==> src/rtl/memory_arbiter_if.sv <==
// Bundle of requester channels (CPU, loader, save engine) and the memory
// controller command/response link used by memory_arbiter.
interface memory_arbiter_if #(
  parameter int unsigned ADDR_W = 25
);
  logic              cpu_req;
  logic [ADDR_W-1:0] cpu_addr;
  logic              cpu_rnw;
  logic [7:0]        cpu_din;
  logic [7:0]        cpu_dout;
  logic              cpu_ack;

  logic              ldr_req;
  logic [ADDR_W-1:0] ldr_addr;
  logic [7:0]        ldr_din;
  logic              ldr_ack;

  logic              sav_req;
  logic [ADDR_W-1:0] sav_addr;
  logic              sav_rnw;
  logic [7:0]        sav_din;
  logic [7:0]        sav_dout;
  logic              sav_ack;

  logic              mem_req;
  logic [ADDR_W-1:0] mem_addr;
  logic              mem_we;
  logic [7:0]        mem_din;
  logic [7:0]        mem_dout;
  logic              mem_ack;

  logic              err_timeout;

  // Arbiter side
  modport slave (
    input  cpu_req, cpu_addr, cpu_rnw, cpu_din,
    output cpu_dout, cpu_ack,
    input  ldr_req, ldr_addr, ldr_din,
    output ldr_ack,
    input  sav_req, sav_addr, sav_rnw, sav_din,
    output sav_dout, sav_ack,
    output mem_req, mem_addr, mem_we, mem_din,
    input  mem_dout, mem_ack,
    output err_timeout
  );

  // Requesters plus memory controller side
  modport master (
    output cpu_req, cpu_addr, cpu_rnw, cpu_din,
    input  cpu_dout, cpu_ack,
    output ldr_req, ldr_addr, ldr_din,
    input  ldr_ack,
    output sav_req, sav_addr, sav_rnw, sav_din,
    input  sav_dout, sav_ack,
    input  mem_req, mem_addr, mem_we, mem_din,
    output mem_dout, mem_ack,
    input  err_timeout
  );
endinterface

==> src/rtl/memory_arbiter.sv <==
// Single-transaction arbiter sharing cartridge memory between CPU, ROM loader
// and SRAM save engine: CPU-first with starvation guard, loader/save round-robin.
module memory_arbiter #(
  parameter int unsigned ADDR_W        = 25,
  parameter int unsigned CPU_BURST_MAX = 4,
  parameter int unsigned TIMEOUT       = 255
) (
  input  logic                clk,
  input  logic                reset_n,
  memory_arbiter_if.slave     arb_if
);

  localparam int unsigned CNT_W    = 8;
  localparam int unsigned STREAK_W = $clog2(CPU_BURST_MAX + 1);

  typedef enum logic [1:0] {S_IDLE, S_BUSY, S_DONE} state_e;
  typedef enum logic [1:0] {G_CPU, G_LDR, G_SAV} gnt_e;

  state_e              state_q, state_d;
  gnt_e                gnt_q, gnt_d, gnt_sel;
  logic                rr_q, rr_d;          // 0: loader is next, 1: save is next
  logic [STREAK_W-1:0] streak_q, streak_d;
  logic [CNT_W-1:0]    cnt_q, cnt_d;

  logic                mem_req_q, mem_req_d;
  logic [ADDR_W-1:0]   mem_addr_q, mem_addr_d;
  logic                mem_we_q, mem_we_d;
  logic [7:0]          mem_din_q, mem_din_d;

  logic                cpu_ack_q, cpu_ack_d;
  logic                ldr_ack_q, ldr_ack_d;
  logic                sav_ack_q, sav_ack_d;
  logic [7:0]          cpu_dout_q, cpu_dout_d;
  logic [7:0]          sav_dout_q, sav_dout_d;
  logic                err_q, err_d;

  logic                lower_req;
  logic                any_req;
  logic                cpu_wins;
  logic                tmo_hit;
  logic [7:0]          cpl_data;

  // Grant selection seen from IDLE
  always_comb begin
    lower_req = arb_if.ldr_req | arb_if.sav_req;
    any_req   = arb_if.cpu_req | lower_req;
    cpu_wins  = arb_if.cpu_req &&
                !((streak_q == STREAK_W'(CPU_BURST_MAX)) && lower_req);
    gnt_sel   = G_CPU;
    if (!cpu_wins) begin
      if (arb_if.ldr_req && arb_if.sav_req) begin
        gnt_sel = rr_q ? G_SAV : G_LDR;
      end else if (arb_if.sav_req) begin
        gnt_sel = G_SAV;
      end else begin
        gnt_sel = G_LDR;
      end
    end
    // Ack in the same cycle the counter would reach TIMEOUT still wins
    tmo_hit  = (cnt_q == CNT_W'(TIMEOUT - 1)) && !arb_if.mem_ack;
    cpl_data = arb_if.mem_ack ? arb_if.mem_dout : 8'hFF;
  end

  // State register
  always_ff @(posedge clk or negedge reset_n) begin
    if (!reset_n) begin
      state_q <= S_IDLE;
    end else begin
      state_q <= state_d;
    end
  end

  // Next-state logic
  always_comb begin
    state_d = state_q;
    unique case (state_q)
      S_IDLE: if (any_req) state_d = S_BUSY;
      S_BUSY: if (arb_if.mem_ack || tmo_hit) state_d = S_DONE;
      S_DONE: state_d = S_IDLE;
      default: state_d = S_IDLE;
    endcase
  end

  // Output and datapath next values
  always_comb begin
    gnt_d      = gnt_q;
    rr_d       = rr_q;
    streak_d   = lower_req ? streak_q : '0;
    cnt_d      = cnt_q;
    mem_req_d  = mem_req_q;
    mem_addr_d = mem_addr_q;
    mem_we_d   = mem_we_q;
    mem_din_d  = mem_din_q;
    cpu_ack_d  = 1'b0;
    ldr_ack_d  = 1'b0;
    sav_ack_d  = 1'b0;
    cpu_dout_d = cpu_dout_q;
    sav_dout_d = sav_dout_q;
    err_d      = err_q;

    unique case (state_q)
      S_IDLE: begin
        if (any_req) begin
          gnt_d     = gnt_sel;
          mem_req_d = 1'b1;
          cnt_d     = '0;
          unique case (gnt_sel)
            G_CPU: begin
              mem_addr_d = arb_if.cpu_addr;
              mem_we_d   = ~arb_if.cpu_rnw;
              mem_din_d  = arb_if.cpu_din;
              if (lower_req && (streak_q != STREAK_W'(CPU_BURST_MAX))) begin
                streak_d = streak_q + STREAK_W'(1);
              end
            end
            G_LDR: begin
              mem_addr_d = arb_if.ldr_addr;
              mem_we_d   = 1'b1;
              mem_din_d  = arb_if.ldr_din;
              rr_d       = 1'b1;
              streak_d   = '0;
            end
            default: begin
              mem_addr_d = arb_if.sav_addr;
              mem_we_d   = ~arb_if.sav_rnw;
              mem_din_d  = arb_if.sav_din;
              rr_d       = 1'b0;
              streak_d   = '0;
            end
          endcase
        end
      end
      S_BUSY: begin
        if (arb_if.mem_ack || tmo_hit) begin
          mem_req_d = 1'b0;
          if (tmo_hit) err_d = 1'b1;
          unique case (gnt_q)
            G_CPU: begin
              cpu_ack_d  = 1'b1;
              cpu_dout_d = cpl_data;
            end
            G_LDR: ldr_ack_d = 1'b1;
            default: begin
              sav_ack_d  = 1'b1;
              sav_dout_d = cpl_data;
            end
          endcase
        end else begin
          cnt_d = cnt_q + CNT_W'(1);
        end
      end
      default: ;
    endcase
  end

  // Datapath registers
  always_ff @(posedge clk or negedge reset_n) begin
    if (!reset_n) begin
      gnt_q      <= G_CPU;
      rr_q       <= 1'b0;
      streak_q   <= '0;
      cnt_q      <= '0;
      mem_req_q  <= 1'b0;
      mem_addr_q <= '0;
      mem_we_q   <= 1'b0;
      mem_din_q  <= '0;
      cpu_ack_q  <= 1'b0;
      ldr_ack_q  <= 1'b0;
      sav_ack_q  <= 1'b0;
      cpu_dout_q <= '0;
      sav_dout_q <= '0;
      err_q      <= 1'b0;
    end else begin
      gnt_q      <= gnt_d;
      rr_q       <= rr_d;
      streak_q   <= streak_d;
      cnt_q      <= cnt_d;
      mem_req_q  <= mem_req_d;
      mem_addr_q <= mem_addr_d;
      mem_we_q   <= mem_we_d;
      mem_din_q  <= mem_din_d;
      cpu_ack_q  <= cpu_ack_d;
      ldr_ack_q  <= ldr_ack_d;
      sav_ack_q  <= sav_ack_d;
      cpu_dout_q <= cpu_dout_d;
      sav_dout_q <= sav_dout_d;
      err_q      <= err_d;
    end
  end

  assign arb_if.mem_req     = mem_req_q;
  assign arb_if.mem_addr    = mem_addr_q;
  assign arb_if.mem_we      = mem_we_q;
  assign arb_if.mem_din     = mem_din_q;
  assign arb_if.cpu_ack     = cpu_ack_q;
  assign arb_if.cpu_dout    = cpu_dout_q;
  assign arb_if.ldr_ack     = ldr_ack_q;
  assign arb_if.sav_ack     = sav_ack_q;
  assign arb_if.sav_dout    = sav_dout_q;
  assign arb_if.err_timeout = err_q;

endmodule

==> src/flat_wrapper.sv <==
// flat-port wrapper written by rule: the top's interface ports become plain ports
module memory_arbiter_flat 
#(
  parameter int unsigned ADDR_W        = 25,
  parameter int unsigned CPU_BURST_MAX = 4,
  parameter int unsigned TIMEOUT       = 255
)
  (clk, reset_n, arb_if_cpu_req, arb_if_cpu_addr, arb_if_cpu_rnw, arb_if_cpu_din, arb_if_cpu_dout, arb_if_cpu_ack, arb_if_ldr_req, arb_if_ldr_addr, arb_if_ldr_din, arb_if_ldr_ack, arb_if_sav_req, arb_if_sav_addr, arb_if_sav_rnw, arb_if_sav_din, arb_if_sav_dout, arb_if_sav_ack, arb_if_mem_req, arb_if_mem_addr, arb_if_mem_we, arb_if_mem_din, arb_if_mem_dout, arb_if_mem_ack, arb_if_err_timeout);
  memory_arbiter_if #(.ADDR_W(ADDR_W)) arb_if_i ();
  input  logic clk;
  input  logic reset_n;
  input wire logic [$bits(arb_if_i.cpu_req)-1:0] arb_if_cpu_req;
  input wire logic [$bits(arb_if_i.cpu_addr)-1:0] arb_if_cpu_addr;
  input wire logic [$bits(arb_if_i.cpu_rnw)-1:0] arb_if_cpu_rnw;
  input wire logic [$bits(arb_if_i.cpu_din)-1:0] arb_if_cpu_din;
  output wire logic [$bits(arb_if_i.cpu_dout)-1:0] arb_if_cpu_dout;
  output wire logic [$bits(arb_if_i.cpu_ack)-1:0] arb_if_cpu_ack;
  input wire logic [$bits(arb_if_i.ldr_req)-1:0] arb_if_ldr_req;
  input wire logic [$bits(arb_if_i.ldr_addr)-1:0] arb_if_ldr_addr;
  input wire logic [$bits(arb_if_i.ldr_din)-1:0] arb_if_ldr_din;
  output wire logic [$bits(arb_if_i.ldr_ack)-1:0] arb_if_ldr_ack;
  input wire logic [$bits(arb_if_i.sav_req)-1:0] arb_if_sav_req;
  input wire logic [$bits(arb_if_i.sav_addr)-1:0] arb_if_sav_addr;
  input wire logic [$bits(arb_if_i.sav_rnw)-1:0] arb_if_sav_rnw;
  input wire logic [$bits(arb_if_i.sav_din)-1:0] arb_if_sav_din;
  output wire logic [$bits(arb_if_i.sav_dout)-1:0] arb_if_sav_dout;
  output wire logic [$bits(arb_if_i.sav_ack)-1:0] arb_if_sav_ack;
  output wire logic [$bits(arb_if_i.mem_req)-1:0] arb_if_mem_req;
  output wire logic [$bits(arb_if_i.mem_addr)-1:0] arb_if_mem_addr;
  output wire logic [$bits(arb_if_i.mem_we)-1:0] arb_if_mem_we;
  output wire logic [$bits(arb_if_i.mem_din)-1:0] arb_if_mem_din;
  input wire logic [$bits(arb_if_i.mem_dout)-1:0] arb_if_mem_dout;
  input wire logic [$bits(arb_if_i.mem_ack)-1:0] arb_if_mem_ack;
  output wire logic [$bits(arb_if_i.err_timeout)-1:0] arb_if_err_timeout;
  assign arb_if_i.cpu_req = arb_if_cpu_req;
  assign arb_if_i.cpu_addr = arb_if_cpu_addr;
  assign arb_if_i.cpu_rnw = arb_if_cpu_rnw;
  assign arb_if_i.cpu_din = arb_if_cpu_din;
  assign arb_if_cpu_dout = arb_if_i.cpu_dout;
  assign arb_if_cpu_ack = arb_if_i.cpu_ack;
  assign arb_if_i.ldr_req = arb_if_ldr_req;
  assign arb_if_i.ldr_addr = arb_if_ldr_addr;
  assign arb_if_i.ldr_din = arb_if_ldr_din;
  assign arb_if_ldr_ack = arb_if_i.ldr_ack;
  assign arb_if_i.sav_req = arb_if_sav_req;
  assign arb_if_i.sav_addr = arb_if_sav_addr;
  assign arb_if_i.sav_rnw = arb_if_sav_rnw;
  assign arb_if_i.sav_din = arb_if_sav_din;
  assign arb_if_sav_dout = arb_if_i.sav_dout;
  assign arb_if_sav_ack = arb_if_i.sav_ack;
  assign arb_if_mem_req = arb_if_i.mem_req;
  assign arb_if_mem_addr = arb_if_i.mem_addr;
  assign arb_if_mem_we = arb_if_i.mem_we;
  assign arb_if_mem_din = arb_if_i.mem_din;
  assign arb_if_i.mem_dout = arb_if_mem_dout;
  assign arb_if_i.mem_ack = arb_if_mem_ack;
  assign arb_if_err_timeout = arb_if_i.err_timeout;
  memory_arbiter #(.ADDR_W(ADDR_W), .CPU_BURST_MAX(CPU_BURST_MAX), .TIMEOUT(TIMEOUT)) u_core (.clk(clk), .reset_n(reset_n), .arb_if(arb_if_i));
endmodule
==> config.mk <==
export PLATFORM = sky130hd
export DESIGN_NAME = memory_arbiter_flat
export DESIGN_NICKNAME = d
export VERILOG_FILES = /design/src/rtl/memory_arbiter_if.sv /design/src/rtl/memory_arbiter.sv /design/src/flat_wrapper.sv
export SDC_FILE = /design/constraint.sdc
export NUM_CORES = 1
export LEC_CHECK = 0
export CAP_MARGIN = 20
export CELL_PAD_IN_SITES_DETAIL_PLACEMENT = 2
export CELL_PAD_IN_SITES_GLOBAL_PLACEMENT = 2
export CORE_ASPECT_RATIO = 0.6
export CORE_MARGIN = 2
export CORE_UTILIZATION = 26
export DETAILED_ROUTE_END_ITERATION = 8
export GPL_TIMING_DRIVEN = 0
export PLACE_DENSITY = 0.89
export SYNTH_ARGS = -nofsm -noshare
export SYNTH_HDL_FRONTEND = slang
export SYNTH_SLANG_ARGS = --single-unit
==> constraint.sdc <==
create_clock -name clk -period 5.15 [get_ports clk]
set_input_delay 1.03 -clock clk [delete_from_list [all_inputs] [get_ports clk]]
set_output_delay 1.03 -clock clk [all_outputs]
set_load 0.01 [all_outputs]
==> metrics.cfg <==
[routing]
drt_pass1_iterations = 4
drt-vias-per-instance = 5.18
drt_iter0_markers = 132
vias = 3809
wl_um = 16200
routedWlPerCell_um = 22.1
ant_nets = 0
drc = 0

[sta]
fin_crit_ns = 2.70
fin_tns_setup_ns = 0
worstMarginPinSlew_ns = 0.580
timing.final.crit_share = 0.524
relSlewSlack = 0.613
maxSlewViolCount = 0
fmax_ghz = 0.371
skew_ns = 0.00905
rsz0062_at_grt = false
finalSetupViolCount = 0
hold_ws_ns = 0.487
hold_violations = 0

[final_layout]
final_cells = 735
area_growth_syn_to_layout_pct = 61.9
layout-drive-gt1-share = 0.107
nNetsFinal = 655
fin_area_um2 = 5960

[die]
die_h_um = 96.2
die_w_um = 158
ioPinCount = 170
coreArea_um2 = 13700
dieArea_um2 = 15200
row_count = 33
initial_core_util = 0.268

[logic_synthesis]
yosys_warnings = 0
synth_top_area_share = 0.483
ys_ff_latch = 71
synth_common_cells = 71 x dfrtp_1, 28 x nand2_1
avgSynthCellArea_um2 = 10.4
synth_most_common_cell = dfrtp_1
seq_area_frac_synth = 0.483
synthTopCellsByArea = dfrtp_1 48%, o22a_1 3.8%, a221oi_1 3.6%
synth_cells = 355
syn_nets = 474
synth-edff-count = 0
syn_area_um2 = 3680
synthArstFlopShare = 1.00
synth_ff_type = dfrtp_1
yosysUniqueCellTypes = 51
synth_top_area_cell = dfrtp_1

[critical_path]
crit_required_ns = 5.36
worstPathMaxFanout = 10
reg2reg_depth = 7
cp-end-kind = register
reg2reg_from = u_core.streak_q[0]
r2r_end = u_core.arb_if.mem_addr[4]
startpoint = arb_if_ldr_req
r2r_setup_slack_ns = 2.95
arrival_ns = 2.91
cp-start-kind = input pin
critical_path_class = in2reg

[worst_hold_path]
min_path_cells = 1
hold_end = u_core.arb_if.err_timeout
min_from = u_core.arb_if.err_timeout
hold_path_class = reg2reg

[pwr]
switching_share = 0.367
p_comb_frac = 0.465
power.density_nw_per_um2 = 510
power.internal_mw = 1.92
leakagePower_nw = 2.35
power_mw = 3.04
clockPowerShare = 0.222
power_frac_seq = 0.313
p_switching_mw = 1.11
vdd_drop_max_mv = 0.187

[clock_network]
cts_made_buffers = 9
clock_latency_ns = 0.34
cts_tree = yes
cts_max_level = 3
postCtsSetupBuffers = 0
cts_resized = 0
cts_buffer_depth = 2
clock-sinks = 71
cts_hold_buf = 0
clock-root-buffer = clkbuf_16
clkTransAtPathRegs_ns = 0.06

[grt]
grt_max_degree = 50
grt_pass1_vias = 4250
grt_antenna_before_repair = 3
gr-total-overflow = 0
grt_pass1_wl_um = 24800
grt_usage = 0.217

[run_status]
outcome = finished, final reports clean

[placed_design]
io_buffers = 169
dp_hpwl_um = 12400
place_area_um2 = 5640
dp_cells = 717
place_congestion = 0.800

[run]
max_cap_violations = 0

==> placed cells by master, fill, tap and decap left out, types with 2 or more instances in the layout <==
cell type,count
buf_4,3
o21ai_1,20
o32ai_1,15
o21ai_0,20
and2_1,2
dfrtp_1,71
o211ai_1,2
nand2b_1,2
a211oi_1,8
a21o_1,3
diode_2,2
nand4_1,2
clkdlybuf4s50_1,168
nand2_1,28
inv_6,2
clkbuf_8,2
buf_6,7
a221oi_1,15
a21oi_1,20
nor3_1,3
inv_1,4
and3_1,20
o21bai_1,15
a211oi_2,9
clkbuf_16,9
o2bb2ai_1,2
o22a_1,16
nand3_1,9
buf_2,14
nor3b_1,2
ha_1,4
clkbuf_1,7
nor2_1,10
==> per-stage QoR <==
| step | worst slack, ns | util |
|---|---|---|
| after floorplan | 3.17 | - |
| after global placement | 0.411 | 0.408 |
| final | 2.45 | 0.433 |
| after global routing | 2.36 | 0.433 |
| after CTS | 2.51 | 0.433 |
| after detailed placement | 2.14 | 0.410 |
==> how the worst max path moves through the flow <==
stage	end	slack, ns
floorplan	u_core.cnt_q[4]	3.17
global placement	u_core.arb_if.cpu_dout[4]	0.41
detailed placement	u_core.arb_if.mem_addr[4]	2.14
CTS	u_core.arb_if.mem_addr[4]	2.51
global route	u_core.arb_if.mem_addr[4]	2.36
finish	u_core.arb_if.mem_addr[4]	2.45
==> worst max-delay path: stages <==
cell	delay, ns
clkdlybuf4s50_1	0.51
o211ai_4	0.39
nand2_1	0.23
clkbuf_1	0.33
o21bai_1	0.29
a21oi_1	0.12
==> area by class of cell <==
type | count | area, um2
fill | 1436 | 7790
sequential | 71 | 1780
timing repair buffer | 170 | 1720
multi-input combinational | 250 | 1700
clock buffer | 11 | 253
tap | 192 | 240
buffer | 30 | 190
clock inverter | 5 | 63.8
inverter | 4 | 15.0
antenna | 2 | 5.00
==> cells by family (layout without fill, tap and decap cells) <==
logic type / Yosys count / in the layout / share of synthesized area
xor+xnor: 1 / 1 / 0.00238
compound gates: 158 / 158 / 0.319
other cells: 0 / 2 / 0
fa+ha+maj: 4 / 4 / 0.0136
simple gates: 86 / 86 / 0.124
mux: 1 / 1 / 0.00272
buf+inv: 34 / 220 / 0.0557
flops: 71 / 71 / 0.483
==> per-layer routing <==
| layer | vias to the layer above | wire length [um] | global-route usage |
|---|---|---|---|
| met1 | 1916 | 7280 | 0.285 |
| li1 | 1727 | - | - |
| met3 | 17 | 1250 | 0.0653 |
| met5 | - | 13 | 0 |
| met2 | 147 | 7550 | 0.359 |
| met4 | 2 | 135 | 0.0402 |
==> sequential cells by signal, indices dropped and copies added, names as in the netlist <==
| register | cells |
|---|---|
| u_core.arb_if.sav_ack | 1 |
| u_core.state_q | 2 |
| u_core.arb_if.cpu_ack | 1 |
| u_core.arb_if.sav_dout | 8 |
| u_core.arb_if.ldr_ack | 1 |
| u_core.rr_q | 1 |
| u_core.arb_if.mem_addr | 25 |
| u_core.arb_if.err_timeout | 1 |
| u_core.arb_if.mem_din | 8 |
| u_core.streak_q | 3 |
| u_core.cnt_q | 8 |
| u_core.arb_if.mem_req | 1 |
| u_core.gnt_q | 2 |
| u_core.arb_if.mem_we | 1 |
| u_core.arb_if.cpu_dout | 8 |
==> power groups by stage <==
stage,sequential [mW],clock [mW],combinational [mW]
6_report,0.952,0.674,1.41
5_1_grt,0.983,0.712,1.54
4_1_cts,0.956,0.689,1.43
3_5_place_dp,0.962,0,1.42
3_3_place_gp,0.939,0,1.35
2_1_floorplan,1.02,0,0.572
Note: power is estimated with default switching activity, not from simulation.
